## config.mk

```make
export PLATFORM = sky130hd
export DESIGN_NAME = lsu_bus_bridge_flat
export DESIGN_NICKNAME = d
export VERILOG_FILES = /design/src/rtl/lsu_bus_bridge_if.sv /design/src/rtl/lsu_bus_bridge.sv /design/src/flat_wrapper.sv
export SDC_FILE = /design/constraint.sdc
export NUM_CORES = 1
export LEC_CHECK = 0
export ABC_AREA = 1
export CORE_UTILIZATION = 30
export DETAILED_ROUTE_END_ITERATION = 12
export HOLD_SLACK_MARGIN = 0.12
export PLACE_DENSITY = 0.61
export SYNTH_ARGS = -nofsm -noshare
export SYNTH_HDL_FRONTEND = slang
export SYNTH_SLANG_ARGS = --single-unit
```

## constraint.sdc

```tcl
create_clock -name clk -period 5.9 [get_ports clk]
set_input_delay 0.885 -clock clk [delete_from_list [all_inputs] [get_ports clk]]
set_output_delay 0.885 -clock clk [all_outputs]
set_load 0.03 [all_outputs]
```

## src/rtl/lsu_bus_bridge_if.sv

```systemverilog
// Word-wide data bus with req/gnt handshake for writes and read address,
// followed by rvalid-qualified read data.
interface lsu_bus_bridge_if;
  logic        bus_req;
  logic        bus_we;
  logic [31:0] bus_addr;
  logic [3:0]  bus_be;
  logic [31:0] bus_wdata;
  logic        bus_gnt;
  logic        bus_rvalid;
  logic [31:0] bus_rdata;

  modport master (
    output bus_req, bus_we, bus_addr, bus_be, bus_wdata,
    input  bus_gnt, bus_rvalid, bus_rdata
  );

  modport slave (
    input  bus_req, bus_we, bus_addr, bus_be, bus_wdata,
    output bus_gnt, bus_rvalid, bus_rdata
  );
endinterface

```

## src/rtl/lsu_bus_bridge.sv

```systemverilog
// Load/store unit bridging the single-cycle core datapath to a wait-state bus;
// stalls the core until each access retires and extends load data.
//
// state  | meaning
// IDLE   | decode mem_rd/mem_wr, reject illegal accesses, latch legal ones
// REQ    | bus_req high, waiting for bus_gnt
// WAIT_R | read address taken, waiting for bus_rvalid
// DONE   | stall released for one cycle so the core retires the instruction
module lsu_bus_bridge #(
  parameter int TIMEOUT = 16
) (
  input  logic               clk,
  input  logic               rst,
  input  logic               mem_rd_i,
  input  logic               mem_wr_i,
  input  logic [2:0]         funct3_i,
  input  logic [31:0]        addr_i,
  input  logic [31:0]        wr_data_i,
  output logic [31:0]        rd_data_o,
  output logic               stall_o,
  output logic               access_err_o,
  output logic               bus_err_o,
  lsu_bus_bridge_if.master   bus
);

  localparam int CW = (TIMEOUT > 0) ? $clog2(TIMEOUT + 1) : 1;

  typedef enum logic [1:0] {S_IDLE, S_REQ, S_WAIT_R, S_DONE} state_t;

  state_t          state_q, state_d;
  logic [31:0]     addr_q, addr_d;
  logic            we_q, we_d;
  logic [3:0]      be_q, be_d;
  logic [31:0]     wdata_q, wdata_d;
  logic [1:0]      size_q, size_d;
  logic            uns_q, uns_d;
  logic [1:0]      lo_q, lo_d;
  logic [CW-1:0]   cnt_q, cnt_d;
  logic [31:0]     rd_data_q, rd_data_d;
  logic            berr_q, berr_d;

  logic            access;
  logic            legal;
  logic [3:0]      be_dec;
  logic [31:0]     wdata_dec;
  logic [31:0]     rshift;
  logic [31:0]     ld_val;
  logic            tmo_hit;
  logic [CW-1:0]   cnt_inc;

  assign access = mem_rd_i | mem_wr_i;

  // Unsigned sizes exist only for loads; stores with 100/101 are rejected.
  always_comb begin
    legal = 1'b0;
    case (funct3_i)
      3'b000:  legal = 1'b1;
      3'b001:  legal = ~addr_i[0];
      3'b010:  legal = (addr_i[1:0] == 2'b00);
      3'b100:  legal = ~mem_wr_i;
      3'b101:  legal = ~mem_wr_i & ~addr_i[0];
      default: legal = 1'b0;
    endcase
  end

  always_comb begin
    be_dec    = 4'b1111;
    wdata_dec = wr_data_i;
    case (funct3_i[1:0])
      2'b00: begin
        be_dec    = 4'b0001 << addr_i[1:0];
        wdata_dec = {4{wr_data_i[7:0]}};
      end
      2'b01: begin
        be_dec    = addr_i[1] ? 4'b1100 : 4'b0011;
        wdata_dec = {2{wr_data_i[15:0]}};
      end
      default: begin
        be_dec    = 4'b1111;
        wdata_dec = wr_data_i;
      end
    endcase
  end

  // Halves are always 2-byte aligned, so one lane shift serves bytes and halves.
  assign rshift = bus.bus_rdata >> {lo_q, 3'b000};

  always_comb begin
    ld_val = bus.bus_rdata;
    case (size_q)
      2'b00:   ld_val = uns_q ? {24'h0, rshift[7:0]}  : {{24{rshift[7]}}, rshift[7:0]};
      2'b01:   ld_val = uns_q ? {16'h0, rshift[15:0]} : {{16{rshift[15]}}, rshift[15:0]};
      default: ld_val = bus.bus_rdata;
    endcase
  end

  assign tmo_hit = (TIMEOUT != 0) && (cnt_q >= CW'(TIMEOUT - 1));
  assign cnt_inc = cnt_q + CW'(1);

  always_ff @(posedge clk or posedge rst) begin
    if (rst) begin
      state_q   <= S_IDLE;
      addr_q    <= '0;
      we_q      <= 1'b0;
      be_q      <= '0;
      wdata_q   <= '0;
      size_q    <= '0;
      uns_q     <= 1'b0;
      lo_q      <= '0;
      cnt_q     <= '0;
      rd_data_q <= '0;
      berr_q    <= 1'b0;
    end else begin
      state_q   <= state_d;
      addr_q    <= addr_d;
      we_q      <= we_d;
      be_q      <= be_d;
      wdata_q   <= wdata_d;
      size_q    <= size_d;
      uns_q     <= uns_d;
      lo_q      <= lo_d;
      cnt_q     <= cnt_d;
      rd_data_q <= rd_data_d;
      berr_q    <= berr_d;
    end
  end

  always_comb begin
    state_d   = state_q;
    addr_d    = addr_q;
    we_d      = we_q;
    be_d      = be_q;
    wdata_d   = wdata_q;
    size_d    = size_q;
    uns_d     = uns_q;
    lo_d      = lo_q;
    cnt_d     = cnt_q;
    rd_data_d = rd_data_q;
    berr_d    = 1'b0;
    case (state_q)
      S_IDLE: begin
        if (access && legal) begin
          addr_d  = {addr_i[31:2], 2'b00};
          we_d    = mem_wr_i;
          be_d    = be_dec;
          wdata_d = wdata_dec;
          size_d  = funct3_i[1:0];
          uns_d   = funct3_i[2];
          lo_d    = addr_i[1:0];
          cnt_d   = '0;
          state_d = S_REQ;
        end
      end
      S_REQ: begin
        // A grant in the final allowed cycle still wins over the abort.
        if (bus.bus_gnt) begin
          state_d = we_q ? S_DONE : S_WAIT_R;
          if (TIMEOUT != 0) cnt_d = cnt_inc;
        end else if (tmo_hit) begin
          state_d = S_DONE;
          berr_d  = 1'b1;
          if (!we_q) rd_data_d = '0;
        end else if (TIMEOUT != 0) begin
          cnt_d = cnt_inc;
        end
      end
      S_WAIT_R: begin
        if (bus.bus_rvalid) begin
          rd_data_d = ld_val;
          state_d   = S_DONE;
        end else if (tmo_hit) begin
          rd_data_d = '0;
          berr_d    = 1'b1;
          state_d   = S_DONE;
        end else if (TIMEOUT != 0) begin
          cnt_d = cnt_inc;
        end
      end
      S_DONE: state_d = S_IDLE;
      default: state_d = S_IDLE;
    endcase
  end

  always_comb begin
    bus.bus_req   = (state_q == S_REQ);
    bus.bus_we    = we_q;
    bus.bus_addr  = addr_q;
    bus.bus_be    = be_q;
    bus.bus_wdata = wdata_q;
    stall_o       = ((state_q == S_IDLE) && access && legal) ||
                    (state_q == S_REQ) || (state_q == S_WAIT_R);
    access_err_o  = (state_q == S_IDLE) && access && !legal;
    bus_err_o     = berr_q;
    rd_data_o     = rd_data_q;
  end

endmodule

```

## src/flat_wrapper.sv

```systemverilog
// flat-port wrapper written by rule: the top's interface ports become plain ports
module lsu_bus_bridge_flat 
#(
  parameter int TIMEOUT = 16
)
  (clk, rst, mem_rd_i, mem_wr_i, funct3_i, addr_i, wr_data_i, rd_data_o, stall_o, access_err_o, bus_err_o, bus_bus_req, bus_bus_we, bus_bus_addr, bus_bus_be, bus_bus_wdata, bus_bus_gnt, bus_bus_rvalid, bus_bus_rdata);
  lsu_bus_bridge_if bus_i ();
  input  logic clk;
  input  logic rst;
  input  logic mem_rd_i;
  input  logic mem_wr_i;
  input  logic [2:0] funct3_i;
  input  logic [31:0] addr_i;
  input  logic [31:0] wr_data_i;
  output logic [31:0] rd_data_o;
  output logic stall_o;
  output logic access_err_o;
  output logic bus_err_o;
  output wire logic [$bits(bus_i.bus_req)-1:0] bus_bus_req;
  output wire logic [$bits(bus_i.bus_we)-1:0] bus_bus_we;
  output wire logic [$bits(bus_i.bus_addr)-1:0] bus_bus_addr;
  output wire logic [$bits(bus_i.bus_be)-1:0] bus_bus_be;
  output wire logic [$bits(bus_i.bus_wdata)-1:0] bus_bus_wdata;
  input wire logic [$bits(bus_i.bus_gnt)-1:0] bus_bus_gnt;
  input wire logic [$bits(bus_i.bus_rvalid)-1:0] bus_bus_rvalid;
  input wire logic [$bits(bus_i.bus_rdata)-1:0] bus_bus_rdata;
  assign bus_bus_req = bus_i.bus_req;
  assign bus_bus_we = bus_i.bus_we;
  assign bus_bus_addr = bus_i.bus_addr;
  assign bus_bus_be = bus_i.bus_be;
  assign bus_bus_wdata = bus_i.bus_wdata;
  assign bus_i.bus_gnt = bus_bus_gnt;
  assign bus_i.bus_rvalid = bus_bus_rvalid;
  assign bus_i.bus_rdata = bus_bus_rdata;
  lsu_bus_bridge #(.TIMEOUT(TIMEOUT)) u_core (.clk(clk), .rst(rst), .mem_rd_i(mem_rd_i), .mem_wr_i(mem_wr_i), .funct3_i(funct3_i), .addr_i(addr_i), .wr_data_i(wr_data_i), .rd_data_o(rd_data_o), .stall_o(stall_o), .access_err_o(access_err_o), .bus_err_o(bus_err_o), .bus(bus_i));
endmodule
```

== After elaboration in Yosys (flattened, before gate mapping) ==
Index checks and enable logic that the tools add are counted.

* Bits in latches: 0
* Logic and storage cells: 79
* Register bits: 112
* Memories kept: 0
* Input port bits: 105
* Memory bits (read-only): 0
* Output and inout port bits: 105
* Bits in writable memories: 0

* Divide/modulo/power cells: 0
* Reduce and logical (&&, ||, !) cells: 17
* Add/subtract/negate cells: 1
* $mul: 0
* Order comparisons: 1
* Equality and inequality tests: 15
* Mux-type cells: 28
* Shift-type cells: 2
* Bitwise operators: 4

{| class="wikitable"
|+ Operator list
! operator !! count
|-
| $mux 32 || 7
|-
| $pmux 32 s2 || 3
|-
| $shr 32x5->16 || 1
|-
| $mux 5 || 4
|-
| $pmux 5 s3 || 1
|-
| $logic_not 2->1 || 4
|-
| $mux 2 || 4
|-
| $pmux 2 s4 || 1
|-
| $pmux 4 s2 || 1
|-
| $eq 2x1->1 const B || 3
|-
| $eq 3x3->1 const B || 2
|-
| $ne 2x2->1 const B || 3
|-
| $add 5x1->5 const B || 1
|-
| $ge 5x4->1 const B || 1
|-
| $pmux 1 s5 || 1
|-
| $reduce_and 5->1 || 1
|-
| $eq 2x2->1 const B || 2
|-
| $logic_and 1x1->1 || 4
|-
| $mux 1 || 4
|-
| $mux 4 || 1
|-
| $ne 2x1->1 const B || 2
|-
| $shl 1x2->4 const A || 1
|-
| $eq 3x1->1 const B || 1
|-
| $eq 3x2->1 const B || 1
|-
| 12 further kinds || 14
|}

== Depth between registers and ports, before layout ==
Gate-level depths: netlist of run 1.

* Depth after elaboration: 6
* Mapped depth: 13
* Mapped depth without buffers: 12

== Worst setup path before layout of run 1 ==
No wires, ideal clock.

* Path kind: input port to output port
* From: input port funct3_i[1]
* To: output port stall_o
* Arrival time: 2.021 ns
* Setup slack: 2.994 ns
* Required time: 5.015 ns
* Stages: 10
* Buffers on the path: 3
* Path through: buf_4 > nor2_4 > inv_2 > nand2_2 > nand2_2 > nor2_4 > inv_2 > buf_6 > buf_6 > nand3_1

* Longest elaborated chain between the ends: 5
* Elaborated cells on any way between the ends: 9
* Those cells by class: eq/ne (4); mux (1); reduce/logical (4)

{| class="wikitable"
|+ RTL lines
! what !! line !! source
|-
| start, declared || flat_wrapper.sv:12 || <nowiki>input logic [2:0] funct3_i;</nowiki>
|-
| $eq 3x3->1, or another cell as far along || lsu_bus_bridge.sv:56 || <nowiki>case (funct3_i)</nowiki>
|-
| $pmux 1 s5 * || lsu_bus_bridge.sv:56 ||
|-
| $logic_and 1x1->1 * || lsu_bus_bridge.sv:190 || <nowiki>stall_o = ((state_q == S_IDLE) && access && legal) ||</nowiki>
|-
| $logic_or 1x1->1 * || lsu_bus_bridge.sv:190 ||
|-
| $logic_or 1x1->1 * || lsu_bus_bridge.sv:191 || <nowiki>(state_q == S_REQ) || (state_q == S_WAIT_R);</nowiki>
|-
| end, declared || flat_wrapper.sv:16 || <nowiki>output logic stall_o;</nowiki>
|}

Every way passes the cells marked *; elsewhere a longest branch is shown, timed or not.

== Worst setup path after layout of run 1 ==
* From: input port funct3_i[1]
* To: output port access_err_o

* Longest elaborated chain between the ends: 4
* Elaborated cells on any way between the ends: 8
* Those cells by class: eq/ne (4); mux (1); reduce/logical (3)

{| class="wikitable"
|+ RTL lines
! what !! line !! source
|-
| $eq 3x3->1, or another cell as far along || lsu_bus_bridge.sv:56 ||
|-
| $pmux 1 s5 * || lsu_bus_bridge.sv:56 ||
|-
| $logic_not 1->1 * || lsu_bus_bridge.sv:192 || <nowiki>access_err_o = (state_q == S_IDLE) && access && !legal;</nowiki>
|-
| $logic_and 1x1->1 * || lsu_bus_bridge.sv:192 ||
|-
| end, declared || flat_wrapper.sv:17 || <nowiki>output logic access_err_o;</nowiki>
|}

Marked as above.

==> results.json, run 1 <==
{
  "outcome": "finished, final reports clean",
  "routed_wl_um": 17700,
  "async_flop_share_pct": 100,
  "final_nets": 1060,
  "synth_area_per_cell_um2": 7.52,
  "cts_buffer_depth": 2,
  "ant_nets": 0,
  "timing.hold.ws_ns": 0.475,
  "seq_area_um2": 2800,
  "synth_fa_ha_area_share_pct": 1.53,
  "initialDrtViolationCount": 261,
  "yosysSeqAreaShare_pct": 49.0,
  "endpoint_kind": "output pin",
  "dpl_cell_area_um2": 7880,
  "grt_max_degree": 87,
  "crit_path_top_delay_cell": "clkdlybuf4s50_1",
  "yosysTopAreaCell": "dfrtp_1",
  "max_cap_violations": 0,
  "path_cells": "clkdlybuf4s50_1 > buf_4 > nor2_4 > inv_2 > nand2_2 > a21oi_1 > clkdlybuf4s50_1",
  "crit_path_start_kind": "input pin",
  "fp.dieW_um": 140,
  "max_freq_mhz": 256,
  "clock-skew-final_ns": 0.0102,
  "synthFlopType": "dfrtp_1",
  "netlist_area_um2": 5720,
  "design.die.area_um2": 19600,
  "cts_tree": "built",
  "setup_ws_ns": 2.00,
  "grt_pass1_vias": 5437,
  "cts_max_level": 3,
  "ff2ff_setup_slack_ns": 3.05,
  "hold_buffers": 0,
  "synth_top_family_by_area": "simple AND/OR/NAND/NOR gates",
  "worst-path-max-fanout": 36,
  "rsz0062_at_grt": "false",
  "final_cell_area_um2": 8170,
  "nFillCells": 1888,
  "final_max_slew_viol_count": 0,
  "synthTopCellsByArea": "dfrtp_1, nand2_1, nand3_1",
  "antenna_found_initial": 0,
  "critPathRequiredTime_ns": 5.02,
  "cts_root_buf": "clkbuf_16",
  "cts_sinks": 112,
  "synth.most_common_cell": "nand2_1",
  "synth_edf_count": 0,
  "drcViolationCount": 0,
  "grt_pass1_wl_um": 28700,
  "hold_viol": 0,
  "setup_viol_count_final": 0,
  "cts_resized": 0,
  "worst_slew_pin_slew_ns": 1.17,
  "peakVddDrop_v": 0.000287,
  "firstDrtPassIters": 5,
  "hpwl_um": 13000,
  "yosys.area_share.xor_xnor_pct": 0.153,
  "crit_path_end": "access_err_o",
  "muxShareOfSynthArea_pct": 0,
  "routedWlPerCell_um": 14.9,
  "initial_core_util_pct": 30.6,
  "path_clk_slew_ns": 0.08,
  "ys_ff_latch": 112,
  "rr_endpoint": "u_core.rd_data_o[18]$_DFFE_PP0P_",
  "dieHeight_um": 140,
  "antenna_cells": 0,
  "vias": 5482,
  "min_period_ns": 3.90,
  "hp-class": "reg2reg",
  "core_area_um2": 18700,
  "syn_to_final_growth_pct": 42.9,
  "power_density_nw_per_um2": 503,
  "setup_tns_ns": 0,
  "cp-startpoint": "funct3_i[1]",
  "yosys_warnings": 0,
  "fin_crit_sh_pct": 66.1,
  "synth_cell_types": 31,
  "worstPathArrival_ns": 3.01,
  "p_leak_nw": 3.99,
  "syn_inst": 760,
  "grt-ovfl-total": 0,
  "gp_congestion": 0.853,
  "synth_common_cells": "nand2_1, dfrtp_1, nor2_1",
  "place_ws_ns": 1.93,
  "cts_buffers": 9,
  "drive_gt1_share_pct": 4.41,
  "cts_setup_buffers": 0,
  "ios": 210,
  "rr_worst_depth": 9,
  "slew_headroom_pct": 21.7,
  "avgViaCountPerCell": 4.62,
  "cp_common_cell": "clkdlybuf4s50_1",
  "path_class": "in2out",
  "multi_input_area_um2": 2530,
  "clk_latency_ns": 0.36,
  "core.rowCount": 50,
  "grt_usage_pct": 18.9,
  "synthDominantCellAreaShare_pct": 49.0,
  "synth_compound_area_share_pct": 8.60,
  "yosys.area_share.simple_pct": 33.8,
  "critical-path-max-stage-delay_ns": 0.76,
  "rr_startpoint": "u_core.cnt_q[0]$_DFFE_PP0P_",
  "port_buffers": 207
}
==> cell families after synthesis <==
logic type                 count (synthesis)
AOI/OAI and AO/OA                         94
buffers and inverters                     76
and+or+nand+nor                          469
other                                      1
DFF                                      112
xor gates and xnor gates                   1
adders and majority gates                  7
==> layout make-up <==
| type | instances | area share, % |
|---|---|---|
| sequential | 112 | 34.3 |
| multi-input combinational | 573 | 31.0 |
| timing repair buffer | 211 | 25.7 |
| tap | 234 | 3.58 |
| clock buffer | 9 | 2.76 |
| inverter | 41 | 1.91 |
| clock inverter | 7 | 0.781 |
==> placed cells by master, fill, tap and decap left out, drive strengths merged <==
cell,n
a31oi,1
xor2,1
o21bai,2
conb,2
clkbuf,9
a21oi,19
o21ai,66
inv,43
nor2,58
o21a,4
nand2,355
o211ai,2
or2,2
dfrtp,112
clkinvlp,2
clkdlybuf4s50,206
buf,5
ha,7
clkinv,3
nand4,6
nand3,48
==> sequential cells by signal, summed over array words and instances, names as in the netlist <==
signal	flops
u_core.cnt_q	5
u_core.uns_q	1
u_core.bus.bus_wdata	32
u_core.bus.bus_addr	30
u_core.lo_q	2
u_core.bus.bus_we	1
u_core.state_q	2
u_core.bus_err_o	1
u_core.bus.bus_be	4
u_core.rd_data_o	32
u_core.size_q	2
==> per-stage QoR <==
| step | total power [mW] | std cells | util (%) |
|---|---|---|---|
| after detailed placement | 3.53 | 1171 | 42.1 |
| after global routing | 4.40 | 1187 | 43.7 |
| after global placement | 3.52 | 1171 | 42.1 |
| after floorplan | 2.64 | 761 | - |
| after CTS | 4.16 | 1187 | 43.7 |
| final | 4.11 | 1187 | 43.7 |
==> metal layers <==
metal,up-vias,wire (um),part of all wire [%],global-route usage [%]
met4,0,324,1.8,6.54
met5,-,0,0,0
li1,2759,-,-,-
met2,214,8080,46,30.6
met3,17,1940,11,7.49
met1,2492,7350,42,22.7
==> worst max-delay path, delay by kind of cell <==
kind / cells / cell delay (ns)
buffers and inverters: 4 / 1.68
AND/OR/NAND/NOR: 2 / 0.18
AO/OA/AOI/OAI: 1 / 0.25
==> power breakdown <==
group / total, mW / leakage, nW / switching (mW) / internal, mW
combinational: 2.19 / 2.41 / 1.36 / 0.835
clock: 0.608 / 0.136 / 0.312 / 0.296
sequential: 1.31 / 1.44 / 0.228 / 1.08
==> worst min-delay path by stage <==
stage	from	depth (start not counted)	to	slack (ns)
after global placement	u_core.bus.bus_addr[14]$_DFFE_PP0P_	2	u_core.bus.bus_addr[14]$_DFFE_PP0P_	0.45
after global routing	u_core.bus.bus_be[0]$_DFFE_PP0P_	2	u_core.bus.bus_be[0]$_DFFE_PP0P_	0.49
after floorplan	u_core.cnt_q[4]$_DFFE_PP0P_	2	u_core.cnt_q[4]$_DFFE_PP0P_	0.49
after CTS	u_core.bus.bus_be[0]$_DFFE_PP0P_	2	u_core.bus.bus_be[0]$_DFFE_PP0P_	0.48
after detailed placement	u_core.bus.bus_addr[14]$_DFFE_PP0P_	2	u_core.bus.bus_addr[14]$_DFFE_PP0P_	0.46
final	u_core.bus.bus_be[0]$_DFFE_PP0P_	2	u_core.bus.bus_be[0]$_DFFE_PP0P_	0.48
No activity file was read; power rests on OpenSTA's default activity.
==> run 2: changes to the inputs <==
Settings changed: PLACE_DENSITY 0.61 to 0.63.
Clock period 5.9 ns to 3.5 ns, I/O delays scaled along.
==> run 2 against run 1 <==
Against the previous run:
- critical path depth stayed put
- first-iteration DRC count is 3.1% lower
- combinational power is 70% higher
- hold slack better by 0.00071 ns
- via count is 0.46% higher
- final cell count is 0.25% higher
- setup slack worse by 1.2 ns
- non-clock buffer count is 3 higher
- register-to-register slack worse by 2.0 ns
- cell area is 0.81% higher
- wire length is 0.96% higher
- largest cell class unchanged
==> results.json, run 2 (synthesized netlist as in run 1, its figures left out) <==
{
  "port_buffers": 207,
  "worst_slew_pin_slew_ns": 0.832,
  "nFillCells": 1875,
  "path_clk_slew_ns": 0.08,
  "initial_core_util_pct": 30.6,
  "final_cell_area_um2": 8240,
  "p_leak_nw": 4.02,
  "grt_pass1_vias": 5337,
  "drcViolationCount": 0,
  "hold_buffers": 0,
  "avgViaCountPerCell": 4.63,
  "multi_input_area_um2": 2530,
  "clk_latency_ns": 0.36,
  "hold_viol": 0,
  "cts_resized": 0,
  "antenna_cells": 0,
  "slew_headroom_pct": 44.5,
  "routed_wl_um": 17900,
  "dieHeight_um": 140,
  "grt_pass1_wl_um": 28500,
  "cts_sinks": 112,
  "min-delay-start": "u_core.bus.bus_addr[9]$_DFFE_PP0P_",
  "outcome": "finished, final reports clean",
  "setup_tns_ns": 0,
  "gp_congestion": 0.888,
  "core.rowCount": 50,
  "min_period_ns": 2.69,
  "grt_max_degree": 87,
  "vias": 5507,
  "worstPathArrival_ns": 2.17,
  "max_cap_violations": 0,
  "routedWlPerCell_um": 15.0,
  "cts_root_buf": "clkbuf_16",
  "cp-startpoint": "funct3_i[1]",
  "final_cell_mix": "nand2_1, clkdlybuf4s50_1, dfrtp_1",
  "drive_gt1_share_pct": 4.81,
  "rsz0062_at_grt": "false",
  "rr_startpoint": "u_core.cnt_q[0]$_DFFE_PP0P_",
  "ant_nets": 0,
  "clock-skew-final_ns": 0.0130,
  "crit_path_start_kind": "input pin",
  "cts_tree": "built",
  "max_freq_mhz": 371,
  "final_nets": 1063,
  "ios": 210,
  "seq_area_um2": 2800,
  "endpoint_kind": "output pin",
  "fin_crit_sh_pct": 76.9,
  "final_max_slew_viol_count": 0,
  "power_density_nw_per_um2": 853,
  "peakVddDrop_v": 0.000413,
  "firstDrtPassIters": 5,
  "antenna_found_initial": 0,
  "cts_buffer_depth": 2,
  "dpl_cell_area_um2": 7930,
  "final_common_cell": "nand2_1",
  "hpwl_um": 13200,
  "core_area_um2": 18700,
  "fp.dieW_um": 140,
  "initialDrtViolationCount": 253,
  "cts_buffers": 9,
  "setup_viol_count_final": 0,
  "hold-path-cell-count": 2,
  "grt_usage_pct": 18.7,
  "syn_to_final_growth_pct": 44.1,
  "critPathRequiredTime_ns": 2.97,
  "path_class": "in2out",
  "rr_worst_depth": 10,
  "grt-ovfl-total": 0,
  "worst-path-max-fanout": 22,
  "ff2ff_setup_slack_ns": 1.08,
  "design.die.area_um2": 19600,
  "cts_max_level": 3,
  "hp-class": "reg2reg",
  "cts_setup_buffers": 0
}
==> run 2: path summary, 6_finish.rpt <==
kind / endpoint
max: access_err_o
max reg2reg: u_core.rd_data_o[17]$_DFFE_PP0P_
max in group asynchronous: u_core.bus.bus_wdata[1]$_DFFE_PP0P_
min: u_core.bus.bus_addr[9]$_DFFE_PP0P_
min in group asynchronous: u_core.bus.bus_addr[5]$_DFFE_PP0P_
min reg2reg: u_core.bus.bus_addr[9]$_DFFE_PP0P_
==> run 2: routing by layer <==
layer / vias to the layer above / GRT usage, % / wire length (um)
li1: 2770 / - / -
met1: 2502 / 22.2 / 7440
met4: 0 / 4.80 / 233
met2: 219 / 30.7 / 8180
met3: 16 / 8.38 / 2010
met5: - / 0 / 0
==> run 2: critical path, cell delays in order <==
cell and delay, ns:
clkdlybuf4s50_1 0.58, buf_4 0.30, inv_2 0.07, nand2_1 0.06, nand2_1 0.08, a21oi_1 0.36, buf_12 0.18
==> run 2: area by class of cell <==
class	instances	share of cell area, %
Clock buffer	9	2.73
Clock inverter	7	1.03
Tap cell	234	3.56
Multi-Input combinational cell	573	30.7
Inverter	41	1.90
Sequential cell	112	34.0
Timing Repair Buffer	214	26.0
==> run 2: power breakdown <==
part | leakage (nW) | switching [mW] | internal [mW] | total (mW)
clock network | 0.146 | 0.525 | 0.572 | 1.10
registers | 1.44 | 0.389 | 1.82 | 2.21
logic | 2.43 | 2.29 | 1.43 | 3.72
total | 4.02 | 3.21 | 3.82 | 7.02
==> run 2: per-stage QoR <==
stage / hold WS, ns / cells / setup slack [ns] / power (mW) / utilization, %
finish: 0.476 / 1190 / 0.807 / 7.02 / 44.0
global route: 0.499 / 1190 / 0.659 / 7.52 / 44.0
CTS: 0.482 / 1190 / 0.758 / 7.11 / 44.0
detailed placement: 0.460 / 1174 / 0.684 / 5.96 / 42.4
global placement: 0.452 / 1174 / 0.739 / 5.94 / 42.4
floorplan: 0.493 / 761 / 0.0160 / 4.44 / -
